[src/rtl/seq_mult_pkg.sv]
// Shared types and helpers for the sequential shift-and-add multiplier.
package seq_mult_pkg;

    // Controller state encoding
    typedef enum logic [1:0] {
        IDLE = 2'b00,
        CALC = 2'b01,
        DONE = 2'b10
    } state_e;

    // Input select for the mux-fed datapath registers
    typedef enum logic [1:0] {
        SEL_HOLD  = 2'b00,
        SEL_LOAD  = 2'b01,
        SEL_SHIFT = 2'b10,
        SEL_CLEAR = 2'b11
    } mux_sel_e;

    // Iteration counter width: ceil(log2 n), never below one bit
    function automatic int unsigned cnt_width(input int unsigned n);
        int unsigned w;
        w = $clog2(n);
        return (w < 1) ? 1 : w;
    endfunction

endpackage

[src/rtl/seq_mult_ctrl_mux_dff.sv]
// Register cell with a 4:1 input mux (hold / load / shift / clear) and async active-low clear.
import seq_mult_pkg::*;

module mux_dff #(
    parameter int unsigned W = 4
) (
    input  logic         CLK,
    input  logic         CLRn,
    input  mux_sel_e     sel,
    input  logic [W-1:0] load_d,
    input  logic [W-1:0] shift_d,
    output logic [W-1:0] q
);

    // Mux-selected next value, cleared asynchronously
    always_ff @(posedge CLK or negedge CLRn) begin
        if (!CLRn) begin
            q <= '0;
        end else begin
            case (sel)
                SEL_HOLD:  q <= q;
                SEL_LOAD:  q <= load_d;
                SEL_SHIFT: q <= shift_d;
                SEL_CLEAR: q <= '0;
            endcase
        end
    end

endmodule

[src/rtl/seq_mult_ctrl.sv]
// Sequential unsigned shift-and-add multiplier: controller FSM plus mux-fed datapath.
// Optional overflow flag output enabled by defining SEQMULT_OVF_EN.
import seq_mult_pkg::*;

module seq_mult_ctrl #(
    parameter int unsigned N = 4
) (
    input  logic           CLK,
    input  logic           CLRn,
    input  logic           start,
    input  logic [N-1:0]   A,
    input  logic [N-1:0]   B,
    output logic           busy,
    output logic           done,
`ifdef SEQMULT_OVF_EN
    output logic           ovf,
`endif
    output logic [2*N-1:0] P
);

    localparam int unsigned CW = cnt_width(N);
    localparam int unsigned AW = N + 1;
    localparam int unsigned PW = 2 * N;

    state_e          state;
    logic [N-1:0]    mcand;
    logic [CW-1:0]   cnt;
    logic [AW-1:0]   acc;
    logic [N-1:0]    mplr;
    logic [AW-1:0]   addend;
    logic [AW-1:0]   sum;
    logic [AW-1:0]   acc_next;
    logic [N-1:0]    mplr_next;
    logic [PW-1:0]   p_next;
    logic            last;
    mux_sel_e        acc_sel;
    mux_sel_e        mplr_sel;
    mux_sel_e        p_sel;

    // One add-and-shift step of {acc, mplr}
    always_comb begin
        addend    = mplr[0] ? {1'b0, mcand} : '0;
        sum       = acc + addend;
        acc_next  = {1'b0, sum[N:1]};
        mplr_next = {sum[0], mplr[N-1:1]};
        p_next    = {acc_next[N-1:0], mplr_next};
        last      = (cnt == CW'(N - 1));
    end

    // Datapath register selects decoded from the controller state
    always_comb begin
        acc_sel  = SEL_HOLD;
        mplr_sel = SEL_HOLD;
        p_sel    = SEL_HOLD;
        case (state)
            IDLE: begin
                if (start) begin
                    acc_sel  = SEL_CLEAR;
                    mplr_sel = SEL_LOAD;
                end
            end
            CALC: begin
                acc_sel  = SEL_SHIFT;
                mplr_sel = SEL_SHIFT;
                if (last) begin
                    p_sel = SEL_LOAD;
                end
            end
            default: ;
        endcase
    end

    mux_dff #(.W(AW)) u_acc (
        .CLK     (CLK),
        .CLRn    (CLRn),
        .sel     (acc_sel),
        .load_d  ('0),
        .shift_d (acc_next),
        .q       (acc)
    );

    mux_dff #(.W(N)) u_mplr (
        .CLK     (CLK),
        .CLRn    (CLRn),
        .sel     (mplr_sel),
        .load_d  (B),
        .shift_d (mplr_next),
        .q       (mplr)
    );

    mux_dff #(.W(PW)) u_p (
        .CLK     (CLK),
        .CLRn    (CLRn),
        .sel     (p_sel),
        .load_d  (p_next),
        .shift_d ('0),
        .q       (P)
    );

    // Controller FSM with registered busy/done, multiplicand and iteration count
    always_ff @(posedge CLK or negedge CLRn) begin
        if (!CLRn) begin
            state <= IDLE;
            busy  <= 1'b0;
            done  <= 1'b0;
            mcand <= '0;
            cnt   <= '0;
`ifdef SEQMULT_OVF_EN
            ovf   <= 1'b0;
`endif
        end else begin
            done <= 1'b0;
            case (state)
                IDLE: begin
                    if (start) begin
                        mcand <= A;
                        cnt   <= '0;
                        busy  <= 1'b1;
                        state <= CALC;
                    end
                end
                CALC: begin
                    cnt <= cnt + CW'(1);
                    if (last) begin
                        done  <= 1'b1;
                        state <= DONE;
`ifdef SEQMULT_OVF_EN
                        ovf   <= |p_next[PW-1:N];
`endif
                    end
                end
                DONE: begin
                    busy  <= 1'b0;
                    state <= IDLE;
                end
                default: begin
                    busy  <= 1'b0;
                    state <= IDLE;
                end
            endcase
        end
    end

endmodule

[config.mk]
export PLATFORM = sky130hd
export DESIGN_NAME = seq_mult_ctrl
export DESIGN_NICKNAME = d
export VERILOG_FILES = /design/src/rtl/seq_mult_pkg.sv /design/src/rtl/seq_mult_ctrl_mux_dff.sv /design/src/rtl/seq_mult_ctrl.sv
export SDC_FILE = /design/constraint.sdc
export NUM_CORES = 1
export LEC_CHECK = 0
export ABC_AREA = 1
export CORE_ASPECT_RATIO = 0.8
export CORE_MARGIN = 2
export CORE_UTILIZATION = 31
export DETAILED_ROUTE_END_ITERATION = 10
export MAX_ROUTING_LAYER = met4
export PLACE_DENSITY_LB_ADDON = 0.25
export REMOVE_ABC_BUFFERS = 1
export SLEW_MARGIN = 15
export SYNTH_ARGS = -nofsm -noshare
export SYNTH_HDL_FRONTEND = slang
export SYNTH_HIERARCHICAL = 1
export SYNTH_SLANG_ARGS = --single-unit
export TNS_END_PERCENT = 5
[constraint.sdc]
create_clock -name CLK -period 1.8 [get_ports CLK]
set_input_delay 0.18 -clock CLK [delete_from_list [all_inputs] [get_ports CLK]]
set_output_delay 0.18 -clock CLK [all_outputs]
set_load 0.02 [all_outputs]
==> flow_summary.toml, run 1 <==
[status]
status = "completed"

[drt]
drt_wl_total_mm = 2.89
drtIter0Drc = 63
wl_per_cell_um = 10.8
vias_per_cell = 4.33
ant_nets = 0
drcViolationCount = 0
vias = 1156
dr.pass1.iters = 4

[worst_setup_path]
r2r-start = "u_mplr/q[0]"
critical_path.max_fanout = 3
critPathLaunchType = "flop"
r2r_slack_ps = 150
end_kind = "flop"
reg2reg_depth = 10
critical_path_arrival_ps = 1810
worst_r2r_endpoint = "u_p/q[7]"
cp.required_ps = 1970
path_class = "reg -> reg"

[power]
seqPwrFrac = 0.390
power_density_nw_per_um2 = 1410
p_comb_frac = 0.472
p_leak_nw = 0.903
p_int_mw = 1.46
power.net_switching_mw = 1.05
p_sw_frac = 0.419
finalPower_mw = 2.51
clkPwrFrac = 0.139
ir_drop_mv = 0.622

[clock_tree]
cts_htree_levels = 1
cts_sinks = 27
cts_tree = "done"
cts_inserted_buffers = 3
root_buffer = "clkbuf_8"
clock_tree.buffer_depth = 2
insertion_delay_ps = 270
clk_pin_slew_worst_paths_ps = 100

[yosys]
synthCells = 171
synth_most_common_cell = "nand3_1"
synth_cell_type_count = 21
synth_area_leaders = "dfrtp_1, nand3_1, nand2_1, ha_1, inv_1"
yosys.area.top_type_share = 0.484
ys_async_sr_fraction = 1.00
yosys_warnings = 6
synth_top_cells_by_count = "nand3_1, nand2_1, dfrtp_1, inv_1, ha_1"
netlist_area_sq_um = 1400
ys_ff_latch = 27
yosysTopAreaCell = "dfrtp_1"
postSynthAreaPerCell_sq_um = 8.17
synth_edf_count = 0
yosysSeqAreaShare = 0.484
synthFlopType = "dfrtp_1"

[hold_path]
hold_class = "in -> async"

[finish]
fillerInstances = 464
antennaDiodeCount = 0
drive_gt1_frac = 0.0810
final_nets = 228
syn_to_final_growth_pct = 27.3
final_util = 0.418
fin_area_sq_um = 1780
regArea_sq_um = 677
multi_input_area_sq_um = 692
final_cells = 267

[grt]
grt_start_max_net_pins = 28
grt_usage = 0.132
grt_pass1_vias = 1079
grt-ovfl-total = 0
antenna_found_initial = 0
grt_pass1_wl_mm = 5.06

[sta]
drv_slew = 0
fin_hold_ws_ps = 273
max_clock_freq_mhz = 607
fin_tns_setup_ps = 0
period_minus_slack_ps = 1650
setup_ws_ps = 153
relSlewSlack = 0.664
rsz0062_at_grt = "no"
fin_crit_sh = 0.915
setup_viol = 0
clock_skew_ps = 5.00
tightest_slew_ps = 503
final_hold_viol_count = 0

[floorplanning]
die-area_sq_um = 5060
rows = 21
die_h_um = 64.0
io_pins = 21
die_w_um = 79.0
start_util = 0.328
core_area_sq_um = 4260

[placed_design]
dp_cells = 262
io_buffers = 20
gp_congestion = 0.809
placed_cell_area_sq_um = 1720
dpl_worst_slack_ps = 39.8
place_hpwl_mm = 2.12

[run]
drv_cap = 0
layer usage:
metal	part of all wire	GRT usage	vias to the layer above	wire, um
met5	0	-	-	0
met4	0.0062	0.0259	0	18
met3	0.035	0.0311	2	100
met1	0.53	0.186	510	1530
met2	0.43	0.197	17	1240
li1	-	-	627	-
flip-flops by register name (all words and copies together) (netlist names):
signal    cells
cnt           2
state         2
busy          1
u_p/q         8
done          1
mcand         4
u_mplr/q      4
u_acc/q       5
cell type report:
class,count,share of cell area
well taps,57,0.0401
flip-flops and latches,27,0.381
clock buffers,4,0.0253
repair buffers,23,0.125
inverters,18,0.0394
multi-input cells,138,0.389
critical path: stages (launching register included):
cell	delay (ps)
dfrtp_2	420
nand2_1	60
inv_1	40
ha_2	180
fa_2	400
nand2_1	80
nand3_1	60
nand3_1	70
nand2_1	80
nand3_1	80
nand3_1	70
worst max path at each step:
stage / startpoint / end / slack (ps) / cells after the start
after floorplan: u_mplr/q[0] / u_p/q[7] / 210 / 10
after global placement: u_mplr/q[0] / u_p/q[7] / 10 / 10
after detailed placement: u_mplr/q[0] / u_p/q[7] / 40 / 10
after CTS: u_mplr/q[0] / u_p/q[7] / 20 / 10
after global routing: u_mplr/q[0] / u_p/q[7] / 9 / 10
final: u_mplr/q[0] / u_p/q[7] / 150 / 10
logic make-up after synthesis:
family / count (synthesis) / synth area share
fa+ha+maj: 6 / 0.0591
buf+inv: 20 / 0.0636
flops: 27 / 0.484
xor+xnor: 1 / 0.00627
other cells: 1 / 0.00269
simple gates: 114 / 0.377
compound gates: 2 / 0.00716
power groups by stage:
| stage | clock network (mW) | registers [mW] | logic [mW] |
|---|---|---|---|
| 2_1_floorplan | 0 | 1.04 | 0.716 |
| 6_report | 0.348 | 0.978 | 1.18 |
| 3_5_place_dp | 0 | 0.994 | 1.16 |
| 3_3_place_gp | 0 | 0.998 | 1.16 |
| 4_1_cts | 0.365 | 0.984 | 1.17 |
| 5_1_grt | 0.397 | 1.01 | 1.34 |
what timing repair did:
item	CTS	global route
buffers inserted	0	1
setup endpoints to repair	0	10
resized for setup	0	4
hold buffers	0	0
placed cells by master (no fill, tap or decap), drive strengths merged:
| master | n |
|---|---|
| o21ai | 1 |
| clkdlybuf4s50 | 20 |
| clkbuf | 4 |
| fa | 1 |
| or2 | 1 |
| a21oi | 1 |
| conb | 15 |
| buf | 3 |
| nor2 | 6 |
| nand3 | 59 |
| ha | 5 |
| inv | 18 |
| nand4 | 1 |
| dfrtp | 27 |
| nand2 | 47 |
| xor2 | 1 |
Note: power is estimated with default switching activity, not from simulation.
==> run 2: changes to the inputs <==
--- a/config.mk
+++ b/config.mk
@@ -13,6 +13,8 @@
 export MAX_ROUTING_LAYER = met4
 export PLACE_DENSITY_LB_ADDON = 0.25
 export REMOVE_ABC_BUFFERS = 1
+export SETUP_SLACK_MARGIN = 0.2
+export SKIP_CTS_REPAIR_TIMING = 1
 export SLEW_MARGIN = 15
 export SYNTH_ARGS = -nofsm -noshare
 export SYNTH_HDL_FRONTEND = slang
==> flow_summary.toml, run 2 (same netlist as run 1, synthesis figures left out) <==
[status]
status = "completed"

[worst_setup_path]
path_class = "reg -> reg"
critical_path.max_fanout = 3
cp.required_ps = 1970
critPathLaunchType = "flop"
end_kind = "flop"
r2r_slack_ps = 180
critical_path_arrival_ps = 1780

[sta]
setup_viol = 0
fin_hold_ws_ps = 274
tightest_slew_ps = 537
final_hold_viol_count = 0
clock_skew_ps = 3.98
max_clock_freq_mhz = 619
relSlewSlack = 0.642
period_minus_slack_ps = 1620
rsz0062_at_grt = "yes"
setup_ws_ps = 184
fin_tns_setup_ps = 0
fin_crit_sh = 0.898
drv_slew = 0

[finish]
regArea_sq_um = 677
top_register = "u_p/q"
final_nets = 229
drive_gt1_frac = 0.123
final_cells = 268
largest_reg_flops = 8
antennaDiodeCount = 0
syn_to_final_growth_pct = 31.3
final_common_cell = "nand3_1"
multi_input_area_sq_um = 739
final_cell_mix = "nand3_1, nand2_1, dfrtp_1"
final_util = 0.431
fillerInstances = 460
top_regs = "u_p/q: 8 flops, u_acc/q: 5 flops"

[grt]
grt-ovfl-total = 0
antenna_found_initial = 0
grt_usage = 0.132
grt_start_max_net_pins = 28
grt_pass1_wl_mm = 5.06
grt_pass1_vias = 1079

[power]
power_density_nw_per_um2 = 1400
p_leak_nw = 0.917
ir_drop_mv = 0.643

[clock_tree]
insertion_delay_ps = 270
root_buffer = "clkbuf_8"
cts_tree = "done"
cts_htree_levels = 1
cts_sinks = 27
clock_tree.buffer_depth = 2
cts_inserted_buffers = 3
clk_pin_slew_worst_paths_ps = 90

[drt]
drt_wl_total_mm = 2.94
ant_nets = 0
drcViolationCount = 0
vias = 1167
dr.pass1.iters = 4
drtIter0Drc = 71
wl_per_cell_um = 11.0
vias_per_cell = 4.35

[floorplanning]
die_w_um = 79.0
die_h_um = 64.0
start_util = 0.328
rows = 21
io_pins = 21
core_area_sq_um = 4260
die-area_sq_um = 5060

[placed_design]
dp_cells = 262
gp_congestion = 0.809
io_buffers = 20
place_hpwl_mm = 2.12
dpl_worst_slack_ps = 39.8

[run]
drv_cap = 0

[hold_path]
hold_class = "in -> async"
-- run 2: changes by cell type in the layout (fill, tap and decap cells not counted), sizes merged --
cell  delta
buf      +1
-- run 2: worst max-delay path, cell delays in order (launching register included) --
cell and delay, ps:
dfrtp_2 430, nand2_2 60, inv_2 40, ha_4 150
fa_2 390, nand2_1 70, nand3_1 60, nand3_1 100
nand2_2 80, nand3_2 80, nand3_2 50
-- run 2: final timing paths --
| kind | from | end | depth (start not counted) |
|---|---|---|---|
| worst max-delay path | u_mplr/q[0] | u_acc/q[3] | 10 |
| worst min-delay path | CLRn | u_mplr/q[1] | 2 |
| worst max register to register | u_mplr/q[0] | u_acc/q[3] | 10 |
| worst min register to register | u_p/q[0] | u_p/q[0] | 2 |
| max in group asynchronous | CLRn | u_mplr/q[0] | 2 |
| min in group CLK | A[3] | mcand[3] | 3 |
-- run 2: layer usage --
metal / vias up / GRT usage / routed length, um
met5: - / - / 0
met3: 2 / 0.0311 / 118
met4: 0 / 0.0259 / 18
li1: 630 / - / -
met2: 22 / 0.197 / 1270
met1: 513 / 0.186 / 1530
-- run 2: power breakdown --
group | internal [mW] | switching (mW)
registers | 0.837 | 0.153
logic | 0.495 | 0.740
clock network | 0.159 | 0.187
total | 1.49 | 1.08
-- run 2: metrics by stage --
step	area (sq um)	power [mW]
final	1830	2.57
after global routing	1830	2.82
after CTS	1760	2.52
after detailed placement	1720	2.16
after global placement	1720	2.15
after floorplan	1430	1.76
-- run 2: final cells by class --
class	count	area share
Clock buffer	4	0.0246
Tap cell	57	0.0389
Timing Repair Buffer	24	0.126
Inverter	18	0.0382
Sequential cell	27	0.369
Multi-Input combinational cell	138	0.403
